### src/rtl/sgmii_tx_sequencer.sv
// SGMII transmit code-group sequencer: arbitrates idle, auto-negotiation config
// and framed packets into one byte + K flag per clock for the 8b/10b encoder.
module sgmii_tx_sequencer #(
   parameter int MIN_IPG_SETS = 6,
   parameter int IPG_CNT_W    = 8
) (
   input  logic        sgmii_clk_in,
   input  logic        reset,
   input  logic        an_enable,
   input  logic [15:0] an_config,
   input  logic        disp_in,
   input  logic [7:0]  pkt_data,
   input  logic        pkt_valid,
   input  logic        pkt_last,
   output logic        pkt_ready,
   output logic [7:0]  tx_byte,
   output logic        tx_is_k,
   output logic        tx_even,
   output logic        pkt_err
);

   localparam logic [7:0] K28_5 = 8'hBC;
   localparam logic [7:0] K27_7 = 8'hFB;
   localparam logic [7:0] K29_7 = 8'hFD;
   localparam logic [7:0] K23_7 = 8'hF7;
   localparam logic [7:0] K30_7 = 8'hFE;
   localparam logic [7:0] D5_6  = 8'hC5;
   localparam logic [7:0] D16_2 = 8'h50;
   localparam logic [7:0] D21_5 = 8'hB5;
   localparam logic [7:0] D2_2  = 8'h42;
   localparam logic [7:0] PREAM = 8'h55;
   localparam logic [7:0] SFD   = 8'hD5;

   localparam logic [IPG_CNT_W-1:0] IPG_MIN = IPG_CNT_W'(MIN_IPG_SETS);
   localparam logic [IPG_CNT_W-1:0] IPG_MAX = {IPG_CNT_W{1'b1}};

   // Each state names the code-group currently on tx_byte.
   typedef enum logic [3:0] {
      ST_IDLE_K, ST_IDLE_D, ST_CFG, ST_SOP, ST_PRE, ST_SFD,
      ST_DATA, ST_LAST, ST_VOID, ST_EOP_T, ST_EOP_R, ST_EOP_R2
   } state_e;

   state_e               state_q, state_d, arb_state;
   logic [2:0]           cfg_idx_q, cfg_idx_d;
   logic [2:0]           pre_cnt_q, pre_cnt_d;
   logic [15:0]          cfg_word_q, cfg_word_d;
   logic [IPG_CNT_W-1:0] ipg_cnt_q, ipg_cnt_d;
   logic                 drain_q, drain_d;
   logic [7:0]           tx_byte_q, tx_byte_d;
   logic                 tx_is_k_q, tx_is_k_d;
   logic                 tx_even_q;
   logic                 pkt_ready_q, pkt_ready_d;
   logic                 pkt_err_q, pkt_err_d;

   // Choice made at an even boundary: config beats packets beats idle.
   always_comb begin
      arb_state = ST_IDLE_K;
      if (an_enable) begin
         arb_state = ST_CFG;
      end else if (pkt_valid && !drain_q && (ipg_cnt_q >= IPG_MIN)) begin
         arb_state = ST_SOP;
      end else begin
         arb_state = ST_IDLE_K;
      end
   end

   // Next-state sequencing and underrun detection.
   always_comb begin
      state_d   = state_q;
      pkt_err_d = 1'b0;
      case (state_q)
         ST_IDLE_K: state_d = ST_IDLE_D;
         ST_IDLE_D: state_d = arb_state;
         ST_CFG: begin
            if (cfg_idx_q == 3'd7) state_d = arb_state;
            else                   state_d = ST_CFG;
         end
         ST_SOP: state_d = ST_PRE;
         ST_PRE: begin
            if (pre_cnt_q == 3'd5) state_d = ST_SFD;
            else                   state_d = ST_PRE;
         end
         ST_SFD, ST_DATA: begin
            if (!pkt_valid) begin
               state_d   = ST_VOID;
               pkt_err_d = 1'b1;
            end else if (pkt_last) begin
               state_d = ST_LAST;
            end else begin
               state_d = ST_DATA;
            end
         end
         ST_LAST, ST_VOID: state_d = ST_EOP_T;
         ST_EOP_T:  state_d = ST_EOP_R;
         ST_EOP_R: begin
            if (tx_even_q) state_d = ST_EOP_R2;
            else           state_d = arb_state;
         end
         ST_EOP_R2: state_d = arb_state;
         default:   state_d = ST_IDLE_K;
      endcase
   end

   // Counters, drain flag and the config word sampled at each /C/ set start.
   always_comb begin
      if (state_q == ST_CFG) cfg_idx_d = cfg_idx_q + 3'd1;
      else                   cfg_idx_d = 3'd0;
      if (state_q == ST_PRE) pre_cnt_d = pre_cnt_q + 3'd1;
      else                   pre_cnt_d = 3'd0;
      if ((state_d == ST_CFG) && (cfg_idx_d[1:0] == 2'd0)) cfg_word_d = an_config;
      else                                                 cfg_word_d = cfg_word_q;
      if (state_d == ST_SOP) begin
         ipg_cnt_d = '0;
      end else if ((state_q == ST_IDLE_K) && (ipg_cnt_q != IPG_MAX)) begin
         ipg_cnt_d = ipg_cnt_q + 1'b1;
      end else begin
         ipg_cnt_d = ipg_cnt_q;
      end
      if (pkt_err_d) begin
         drain_d = 1'b1;
      end else if (drain_q && pkt_valid && pkt_ready_q && pkt_last) begin
         drain_d = 1'b0;
      end else begin
         drain_d = drain_q;
      end
      pkt_ready_d = (state_d == ST_SFD) || (state_d == ST_DATA) || drain_d;
   end

   // Code-group decode for the next output position.
   always_comb begin
      tx_byte_d = K28_5;
      tx_is_k_d = 1'b1;
      case (state_d)
         ST_IDLE_K: begin tx_byte_d = K28_5; tx_is_k_d = 1'b1; end
         ST_IDLE_D: begin tx_byte_d = disp_in ? D5_6 : D16_2; tx_is_k_d = 1'b0; end
         ST_CFG: begin
            case (cfg_idx_d)
               3'd0, 3'd4: begin tx_byte_d = K28_5;             tx_is_k_d = 1'b1; end
               3'd1:       begin tx_byte_d = D21_5;             tx_is_k_d = 1'b0; end
               3'd5:       begin tx_byte_d = D2_2;              tx_is_k_d = 1'b0; end
               3'd2, 3'd6: begin tx_byte_d = cfg_word_d[7:0];   tx_is_k_d = 1'b0; end
               3'd3, 3'd7: begin tx_byte_d = cfg_word_d[15:8];  tx_is_k_d = 1'b0; end
               default:    begin tx_byte_d = K28_5;             tx_is_k_d = 1'b1; end
            endcase
         end
         ST_SOP:             begin tx_byte_d = K27_7;    tx_is_k_d = 1'b1; end
         ST_PRE:             begin tx_byte_d = PREAM;    tx_is_k_d = 1'b0; end
         ST_SFD:             begin tx_byte_d = SFD;      tx_is_k_d = 1'b0; end
         ST_DATA, ST_LAST:   begin tx_byte_d = pkt_data; tx_is_k_d = 1'b0; end
         ST_VOID:            begin tx_byte_d = K30_7;    tx_is_k_d = 1'b1; end
         ST_EOP_T:           begin tx_byte_d = K29_7;    tx_is_k_d = 1'b1; end
         ST_EOP_R, ST_EOP_R2: begin tx_byte_d = K23_7;   tx_is_k_d = 1'b1; end
         default:            begin tx_byte_d = K28_5;    tx_is_k_d = 1'b1; end
      endcase
   end

   // State and registered outputs.
   always_ff @(posedge sgmii_clk_in or negedge reset) begin
      if (!reset) begin
         state_q     <= ST_IDLE_K;
         cfg_idx_q   <= 3'd0;
         pre_cnt_q   <= 3'd0;
         cfg_word_q  <= 16'h0000;
         ipg_cnt_q   <= '0;
         drain_q     <= 1'b0;
         tx_byte_q   <= K28_5;
         tx_is_k_q   <= 1'b1;
         tx_even_q   <= 1'b1;
         pkt_ready_q <= 1'b0;
         pkt_err_q   <= 1'b0;
      end else begin
         state_q     <= state_d;
         cfg_idx_q   <= cfg_idx_d;
         pre_cnt_q   <= pre_cnt_d;
         cfg_word_q  <= cfg_word_d;
         ipg_cnt_q   <= ipg_cnt_d;
         drain_q     <= drain_d;
         tx_byte_q   <= tx_byte_d;
         tx_is_k_q   <= tx_is_k_d;
         tx_even_q   <= ~tx_even_q;
         pkt_ready_q <= pkt_ready_d;
         pkt_err_q   <= pkt_err_d;
      end
   end

   assign tx_byte   = tx_byte_q;
   assign tx_is_k   = tx_is_k_q;
   assign tx_even   = tx_even_q;
   assign pkt_ready = pkt_ready_q;
   assign pkt_err   = pkt_err_q;

endmodule

### config.mk
export PLATFORM = sky130hd
export DESIGN_NAME = sgmii_tx_sequencer
export DESIGN_NICKNAME = d
export VERILOG_FILES = /design/src/rtl/sgmii_tx_sequencer.sv
export SDC_FILE = /design/constraint.sdc
export NUM_CORES = 1
export LEC_CHECK = 0
export ABC_AREA = 0
export CAP_MARGIN = 15
export CORE_UTILIZATION = 28
export DETAILED_ROUTE_END_ITERATION = 8
export HOLD_SLACK_MARGIN = 0.03
export SLEW_MARGIN = 20
export SYNTH_ARGS = -nofsm -noshare
export SYNTH_HDL_FRONTEND = slang
export SYNTH_SLANG_ARGS = --single-unit
### constraint.sdc
create_clock -name sgmii_clk_in -period 5.35 [get_ports sgmii_clk_in]
set_clock_uncertainty 0.05 [all_clocks]
set_input_delay 0.535 -clock sgmii_clk_in [delete_from_list [all_inputs] [get_ports sgmii_clk_in]]
set_output_delay 0.535 -clock sgmii_clk_in [all_outputs]
set_load 0.02 [all_outputs]
==> key figures <==
Yosys
  • Synth cell types: 49
  • Mapped cell area: 2481 um2
  • Yosys warnings: 0
  • Post-synth top area share: 40.34%
  • Ys flop type: dfrtp_1
  • Syn avg cell area: 10.09 um2
  • Cells after Synth: 246
  • Top post-synthesis cells by area: dfrtp_1, dfstp_2, mux2_2
  • Sequential cell area fraction in the yosys report: 47.76%
  • Yosys reg bits: 47
  • Synth area leader: dfrtp_1
  • Post-synthesis net count: 282
  • Post-synth EDFFs: 0
  • Ys async rst share: 100.0%

Clock network
  • TritonCTS clock tree: yes
  • Max clock buf depth: 2
  • CTS H-Tree Depth: 2
  • # hold bufs at CTS: 0
  • CTS Buf Count: 5
  • Worst-Skew Late Latency: 0.30 ns
  • Clock sinks: between 40 and 50
  • Root Driver: clkbuf_8
  • Setup Fix Bufs, Post-CTS: 0
  • Number of gates resized after CTS: 0
  • Clk slew on worst S/H paths: 0.09 ns

Critical path
  • WP buf/inv: 0
  • Critical path arrival: 3.37 ns
  • Worst path cell trace: nor2_1, o21ai_0, a211oi_1, o41ai_2, and4b_1, mux2_4, o221ai_1
  • Req. time, crit path: approximately 5.5 ns
  • Startpoint types: flop
  • CP startpoint: state_q[1]$_DFF_PN0_
  • Critical path's slowest cell: and4b_1
  • Crit Path Max Fanout: 19
  • CP max stage delay: 0.95 ns
  • CP top delay family: simple AND/OR/NAND/NOR gates
  • Worst setup path category: flop to flop
  • Worst r2r src: state_q[1]$_DFF_PN0_
  • Crit end category: flop

Finish
  • Final core utilization: a little over a third
  • Layout Cells excl Fill: 387
  • Most frequent cells in the layout: dfrtp_1, clkdlybuf4s50_1, nor2_1, o21ai_0, nand3_1
  • Final instance area: 3064 um2
  • Area growth syn-to-layout: 23.50%
  • FILL cells: 843
  • Area of the multi-input gates: between 1000 and 1500 um2
  • Layout cell share with drive strength beyond 1: roughly 13%
  • Antenna cells: 0
  • Final net count: ~320
  • FF+latch area: about 1200 um2

Timing
  • Worst Max-Slew Pin Slew: 0.9860 ns
  • Fmax achieved: 312.6 MHz
  • Slew margin rel.: 34.22%
  • Final-report max-slew violation count: 0
  • Fin crit share: 59.80%
  • RSZ-0062 raised after global routing: false
  • Post-route setup TNS: 0 ns
  • Endpoints failing setup: 0
  • Minimum clock period: 3.199 ns
  • Final hold vios: 0

Floorplanning
  • Chip width: 96.14 um
  • Core ar.: approximately 8400 um2
  • # IOs: between 40 and 50
  • Cell Rows: 33
  • Die height: a little under 100 um
  • Die footprint: 9242 um2
  • Initial Utilization: 29.60%

Power
  • Maximum vdd ir drop: 0.2574 mV
  • Leakage power: approximately 1.3 nW
  • Pwr/cell area: 604.2 nW/um2

Route
  • Detailed-route via count: 1912
  • Routed len/inst: 14.59 um
  • DRT Pass-1 Iters: 4
  • Drt initial violations: 112
  • Post-DRT Antenna Nets: 0
  • Overall routed net length: approximately 5600 um
  • Vias per cell: 4.941
  • DRC: 0

Global routing
  • First-pass GRT wire length: 9597 um
  • Largest net degree at the start of global routing: 48
  • Number of global-route vias before repair: about 2000
  • GRT Total Usage: between 10% and 20%
  • Antenna violations before repair: 0
  • Global route total overflow: 0

Placed design
  • Placed Cells: between 300 and 400
  • Number of port buffers: 41
  • Placed cell area: 2944 um2
  • Final GP Congestion: around 0.84
  • Hpwl dp: 4151 um

Min path
  • Hold WC Path Type: input port to asynchronous set/reset pin

Job
  • Max cap viols: 0

Status
  • Status: complete, no violations
power breakdown:
group	internal [mW]	leakage, nW	switching (mW)
clock	0.151	0.0612	0.121
combinational	0.427	0.634	0.471
sequential	0.531	0.577	0.151
total	1.11	1.27	0.743
sequential cells by signal, summed over array words and instances (netlist names), 3 cells and up:
signal and cells:
cfg_idx_q 3, cfg_word_q 16, ipg_cnt_q 8, pre_cnt_q 3, state_q 4, tx_byte 8
final cells by class:
class,instances,area share (%)
Sequential cell,47,38.67
Tap cell,105,4.287
Inverter,11,1.347
Timing Repair Buffer,41,13.31
Multi-Input combinational cell,175,38.55
Clock buffer,6,2.695
Clock inverter,2,1.143
worst reg2reg max path: stages (launching register included):
cell and delay (ns):
dfrtp_1 0.58, nor2_1 0.36, o21ai_0 0.15, a211oi_1 0.34, o41ai_2 0.19, and4b_1 0.95
mux2_4 0.36, o221ai_1 0.15
cell families (layout without fill, tap and decap cells):
| kind of cell | count (synthesis) | count (layout) | share of synthesized area (%) |
|---|---|---|---|
| AND/OR/NAND/NOR | 85 | 85 | 17.25 |
| AO/OA/AOI/OAI | 57 | 57 | 15.28 |
| flip-flops | 47 | 47 | 47.76 |
| buffers and inverters | 24 | 60 | 4.639 |
| multiplexers | 18 | 18 | 8.875 |
| XOR/XNOR | 9 | 9 | 3.177 |
| adder cells (fa/ha/maj) | 6 | 6 | 3.026 |
synth_stat cells (2+ instances only):
master and count:
ha_1 6, nand2_1 10, and3b_1 2, nor3_1 3
clkbuf_1 6, o21ai_1 3, o31a_1 4, o21ai_0 17
a21oi_1 11, xnor2_1 5, o21bai_1 2, nor2_1 31
dfrtp_1 40, mux2_4 5, a221oi_1 2, and3_1 2
nor2b_1 6, nand2b_1 5, nand4_1 3, o21a_1 2
mux2_2 12, dfstp_2 7, a31oi_1 2, buf_2 5
nor4_1 2, a211o_1 2, and2_1 2, clkinv_1 2
xor2_1 4, nand3_1 13, inv_1 9, a211oi_1 3
nor3_2 2
per-layer routing:
layer / GRT usage (%) / vias to the layer above / part of all wire, %
li1: - / 938 / -
met1: 18.33 / 919 / 47
met2: 22.70 / 48 / 48
met3: 2.449 / 7 / 4.1
met4: 3.358 / 0 / 0.89
met5: 0 / - / 0
worst paths after layout:
path,end,slack (ns),cells after the start
worst min register to register,tx_even$_DFF_PN1_,0.41,1
worst max register to register,tx_byte[3]$_DFF_PN1_,2.15,7
worst max-delay path,tx_byte[3]$_DFF_PN1_,2.15,7
worst min-delay path,cfg_word_q[10]$_DFF_PN0_,0.18,1
max in group asynchronous,state_q[1]$_DFF_PN0_,4.68,1
min in group sgmii_clk_in,tx_even$_DFF_PN1_,0.41,1
per-stage QoR:
| step | total power, mW | setup WS [ns] | hold WS [ns] |
|---|---|---|---|
| after floorplan | 1.353 | 2.820 | 0.1894 |
| after global placement | 1.568 | 1.966 | 0.3914 |
| after detailed placement | 1.587 | 1.912 | 0.3955 |
| after CTS | 1.869 | 2.201 | 0.4045 |
| after global routing | 2.000 | 1.977 | 0.2296 |
| final | 1.851 | 2.151 | 0.1834 |
Power figures use the tool's default switching activity.
==> RTL edit 1, RTL diff (same settings) <==
`cfg_word_q` no longer has a reset.
--- a/src/rtl/sgmii_tx_sequencer.sv
+++ b/src/rtl/sgmii_tx_sequencer.sv
@@ -160,7 +160,6 @@
          state_q     <= ST_IDLE_K;
          cfg_idx_q   <= 3'd0;
          pre_cnt_q   <= 3'd0;
-         cfg_word_q  <= 16'h0000;
          ipg_cnt_q   <= '0;
          drain_q     <= 1'b0;
          tx_byte_q   <= K28_5;
@@ -172,7 +171,6 @@
          state_q     <= state_d;
          cfg_idx_q   <= cfg_idx_d;
          pre_cnt_q   <= pre_cnt_d;
-         cfg_word_q  <= cfg_word_d;
          ipg_cnt_q   <= ipg_cnt_d;
          drain_q     <= drain_d;
          tx_byte_q   <= tx_byte_d;
@@ -183,6 +181,10 @@
       end
    end
 
+   always_ff @(posedge sgmii_clk_in) begin
+      cfg_word_q <= cfg_word_d;
+   end
+
    assign tx_byte   = tx_byte_q;
    assign tx_is_k   = tx_is_k_q;
    assign tx_even   = tx_even_q;
Formal check against the unedited RTL: no difference found for any inputs over 10 cycles, from zero or initial values and one cycle with reset low; that may be too few to reach the edited logic, so the function may still have changed.
==> RTL edit 1 against the unedited design <==
Sequential cell count unchanged; synthesized cell count unchanged; fmax up 2.2%; via count down 1.7%; global-route usage down 0.74 points; clock power down 11%; setup slack better by 70 ps; sequential share of layout area down 1.6 points; area after synthesis down 3.2%; power down 2.3%; utilization down 0.42 points; routed wire length down 5.4%; final area down 2.6%; critical endpoint unchanged.
==> RTL edit 1: results <==
set metrics [dict create \
    syn-num-nets 282 \
    grt_max_degree 32 \
    relSlewSlack_pct 38.5 \
    synth-seq-area-share_pct 46.0 \
    grt.total_usage_pct 12.9 \
    critical_path_arrival_ps 3310 \
    status "finished, final reports clean" \
    cts_root_buf "clkbuf_8" \
    synthFlopType "dfrtp_1" \
    placed_area_sq_mm 0.00288 \
    async_flop_share_pct 66.0 \
    min-delay-start "pre_cnt_q[0]" \
    largest_reg_flops 16 \
    drive_gt1_share_pct 13.4 \
    yosysWarningCount 0 \
    cts_buffer_depth 2 \
    wl_met3_microns 192 \
    ys_top_cells_by_count "nor2_1, dfrtp_1, o21ai_0" \
    htreeDepth 2 \
    post_synth_num_cell_types 50 \
    nets 318 \
    ys_top_cells_by_area "dfrtp_1, dfxtp_1, dfstp_2, mux2_2, nor2_1" \
    antenna_found_initial 0 \
    gp_congestion 0.870 \
    leakagePower_nw 1.22 \
    drt_iter0_drc 60 \
    ant_nets 0 \
    wl_per_cell_microns 13.8 \
    clk_pin_slew_ps 90 \
    largest-register "cfg_word_q" \
    cp-startpoint "state_q[1]" \
    grt_pass1_wl_mm 8.99 \
    highest_layer "met4" \
    vias_per_cell 4.84 \
    routedLengthMet1_mm 2.64 \
    io_buffer_count 41 \
    cp_max_fo 19 \
    dp_hpwl_mm 4.00 \
    worstHoldPathType "register to register" \
    peakVddDrop_uv 287 \
    power.internal_mw 1.08 \
    finalHoldViolations 0 \
    cts_resized 0 \
    wl_mm 5.34 \
    synth_cells 246 \
    grt_pass1_vias 1844 \
    insertion_delay_ps 300 \
    diodes 0 \
    cts_setup_buffers 0 \
    cts_buffers 5 \
    met2_length_mm 2.48 \
    placed_cells 380 \
    first_pass_iters 6 \
]
==> RTL edit 1: cell count changes after synthesis <==
cell	unedited run	this run
dfrtp_1	40	24
dfxtp_1	0	16
==> RTL edit 1: area by class of cell <==
cell class	count	area, sq um
tap	105	131
multi-input combinational	175	1180
inverter	11	41.3
fill	872	5270
timing repair buffer	42	418
clock inverter	2	13.8
clock buffer	6	93.8
sequential	47	1100
==> RTL edit 1: layer usage <==
layer / track usage [%] / vias up
met1: 18.1 / 894
li1: - / 944
met4: 2.65 / 0
met2: 20.3 / 36
met5: 0 / -
met3: 3.06 / 5
==> RTL edit 1: path summary, 6_finish.rpt <==
path / endpoint / slack [ps] / cells after the start
min: pre_cnt_q[0] / 420 / 1
min reg2reg: pre_cnt_q[0] / 420 / 1
max: tx_byte[3] / 2220 / 7
max in group asynchronous: tx_even / 4350 / 2
min in group asynchronous: tx_byte[1] / 580 / 2
max reg2reg: tx_byte[3] / 2220 / 7
==> RTL edit 1: critical path: stages, from the launching register on <==
cell      delay, ps
dfrtp_1         580
nor2_1          350
o21ai_0         140
a211oi_1        330
o41ai_2         200
and4b_1         900
mux2_4          350
o221ai_1        140
==> RTL edit 1: power by group through the flow <==
stage | Sequential (mW) | Clock (mW) | Combinational [mW]
6_report | 0.682 | 0.242 | 0.884
5_1_grt | 0.707 | 0.266 | 0.983
4_1_cts | 0.682 | 0.253 | 0.896
3_5_place_dp | 0.688 | 0 | 0.891
3_3_place_gp | 0.684 | 0 | 0.877
2_1_floorplan | 0.664 | 0 | 0.689
==> RTL edit 1: cell families (layout without fill, tap and decap cells) <==
kind of cell / after synthesis / in the layout / synth area share [%]
AO/OA/AOI/OAI: 57 / 57 / 15.8
XOR/XNOR: 9 / 9 / 3.28
adder cells (fa/ha/maj): 6 / 6 / 3.13
buffers and inverters: 24 / 61 / 4.79
flip-flops: 47 / 47 / 46.0
multiplexers: 18 / 18 / 9.17
AND/OR/NAND/NOR: 85 / 85 / 17.8
==> RTL edit 1: stage by stage <==
stage               total power, mW  worst slack [ps]
floorplan                      1.35              2830
global placement               1.56              1940
detailed placement             1.58              1890
CTS                            1.83              2180
global route                   1.96              1980
finish                         1.81              2220
==> RTL edit 2, RTL diff (config.mk and constraints unchanged) <==
Made on the original files. The parameter `IPG_CNT_W` goes from 8 to 6.
--- a/src/rtl/sgmii_tx_sequencer.sv
+++ b/src/rtl/sgmii_tx_sequencer.sv
@@ -2,7 +2,7 @@
 // and framed packets into one byte + K flag per clock for the 8b/10b encoder.
 module sgmii_tx_sequencer #(
    parameter int MIN_IPG_SETS = 6,
-   parameter int IPG_CNT_W    = 8
+   parameter int IPG_CNT_W    = 6
 ) (
    input  logic        sgmii_clk_in,
    input  logic        reset,
Function: no difference found for any inputs over 10 cycles, from zero or initial values and one cycle with reset low; that may be too few to reach the edited logic, so the function may still have changed.
==> RTL edit 2 against the unedited design <==
Non-clock buffer count increased by 1; sequential cell count down 2; combinational power increased by 17%; area after synthesis barely moved; sequential share of layout area shrank 1.4 points; power grew 3.1%; global-route usage down 0.31 points; final area is 0.73% lower; routed wire length is 1.3% lower; die area about the same; setup slack worse by 380 ps; largest cell class is now multi-input gates; largest power group unchanged.
==> RTL edit 2: results <==
set metrics [dict create \
    status "finished, final reports clean" \
    path_delay_family "compound AO/OA/AOI/OAI gates" \
    cp-startpoint "cfg_idx_q[0]" \
    cp_slowest_cell "mux4_1" \
    power_clock_uw 208 \
    cp_max_fo 23 \
    syn-num-nets 257 \
    power.internal_mw 1.13 \
    vias_per_cell 4.97 \
    leakagePower_nw 1.26 \
    wl_per_cell_microns 15.2 \
    gp_congestion 0.827 \
    cts_resized 0 \
    ff2ff_setup_slack_ps 1770 \
    peakVddDrop_uv 275 \
    cpPeakStageDelay_ps 600 \
    seq_power_uw 650 \
    cts_root_buf "clkbuf_8" \
    synth_xor_xnor_area_share_pct 2.47 \
    critical_path_arrival_ps 3710 \
    grt_pass1_wl_mm 9.16 \
    fillers 842 \
    ys_top_cells_by_area "dfrtp_1, dfstp_2, mux2_2, mux4_1, nor2_1" \
    drive_gt1_share_pct 16.1 \
    place_ws_ps 1600 \
    dp_hpwl_mm 4.18 \
    hold_slack_ps 171 \
    p_per_area_mw_per_mm2 627 \
    grt.total_usage_pct 13.4 \
    synth_mux_area_share_pct 14.6 \
    grt_pass1_vias 1858 \
    drt_iter0_drc 89 \
    antenna_found_initial 0 \
    synth_compound_area_share_pct 15.4 \
    relSlewSlack_pct 36.0 \
    synth-seq-area-share_pct 45.8 \
    synthAdderAreaFrac_pct 3.03 \
    ys_top_cells_by_count "dfrtp_1, nor2_1, mux2_2" \
    nets 296 \
    rr_worst_depth 10 \
    crit_end "tx_byte[6]" \
]
-- RTL edit 2: changes by cell type in the layout (fill, tap and decap cells not counted), sizes merged, moves of 3 or more --
cell | before | now
nor2 | 31 | 23
nand3 | 13 | 6
xnor2 | 5 | 2
nand2b | 5 | 1
a211o | 2 | 6
o31a | 4 | 1
o21ai | 20 | 12
nand2 | 10 | 13
clkinv | 3 | 0
a21oi | 11 | 7
mux4 | 0 | 7
-- RTL edit 2: final cells by class --
class,instances,share of cell area (%)
Clock buffer,7,2.51
Tap cell,105,4.32
Timing Repair Buffer,42,13.7
Clock inverter,1,0.247
Sequential cell,45,37.3
Inverter,10,1.23
Multi-Input combinational cell,156,40.7
-- RTL edit 2: stage by stage --
step | cell area [sq um] | instances
final | 3040 | 366
after global routing | 3040 | 366
after CTS | 3040 | 366
after detailed placement | 2960 | 358
after global placement | 2960 | 358
after floorplan | 2480 | 221
-- RTL edit 2: worst reg2reg max path, cell delays in order (launching register included) --
cell,delay [ps]
dfrtp_1,530
ha_1,280
ha_1,170
nor2b_1,180
o32ai_1,260
a21oi_1,70
o221a_1,360
nor4_4,300
buf_4,330
mux4_1,610
a221o_1,330
-- RTL edit 2: kinds of logic (layout without fill, tap and decap cells) --
| logic type | Yosys count | after routing |
|---|---|---|
| xor+xnor | 7 | 7 |
| flops | 45 | 45 |
| compound gates | 51 | 51 |
| fa+ha+maj | 6 | 6 |
| mux | 24 | 24 |
| simple gates | 68 | 68 |
| buf+inv | 20 | 60 |
-- RTL edit 2: per-layer routing --
metal | GRT usage [%] | wire [microns]
met2 | 20.4 | 2510
met5 | 0 | 0
met1 | 18.9 | 2750
met4 | 4.10 | 66
met3 | 2.76 | 242
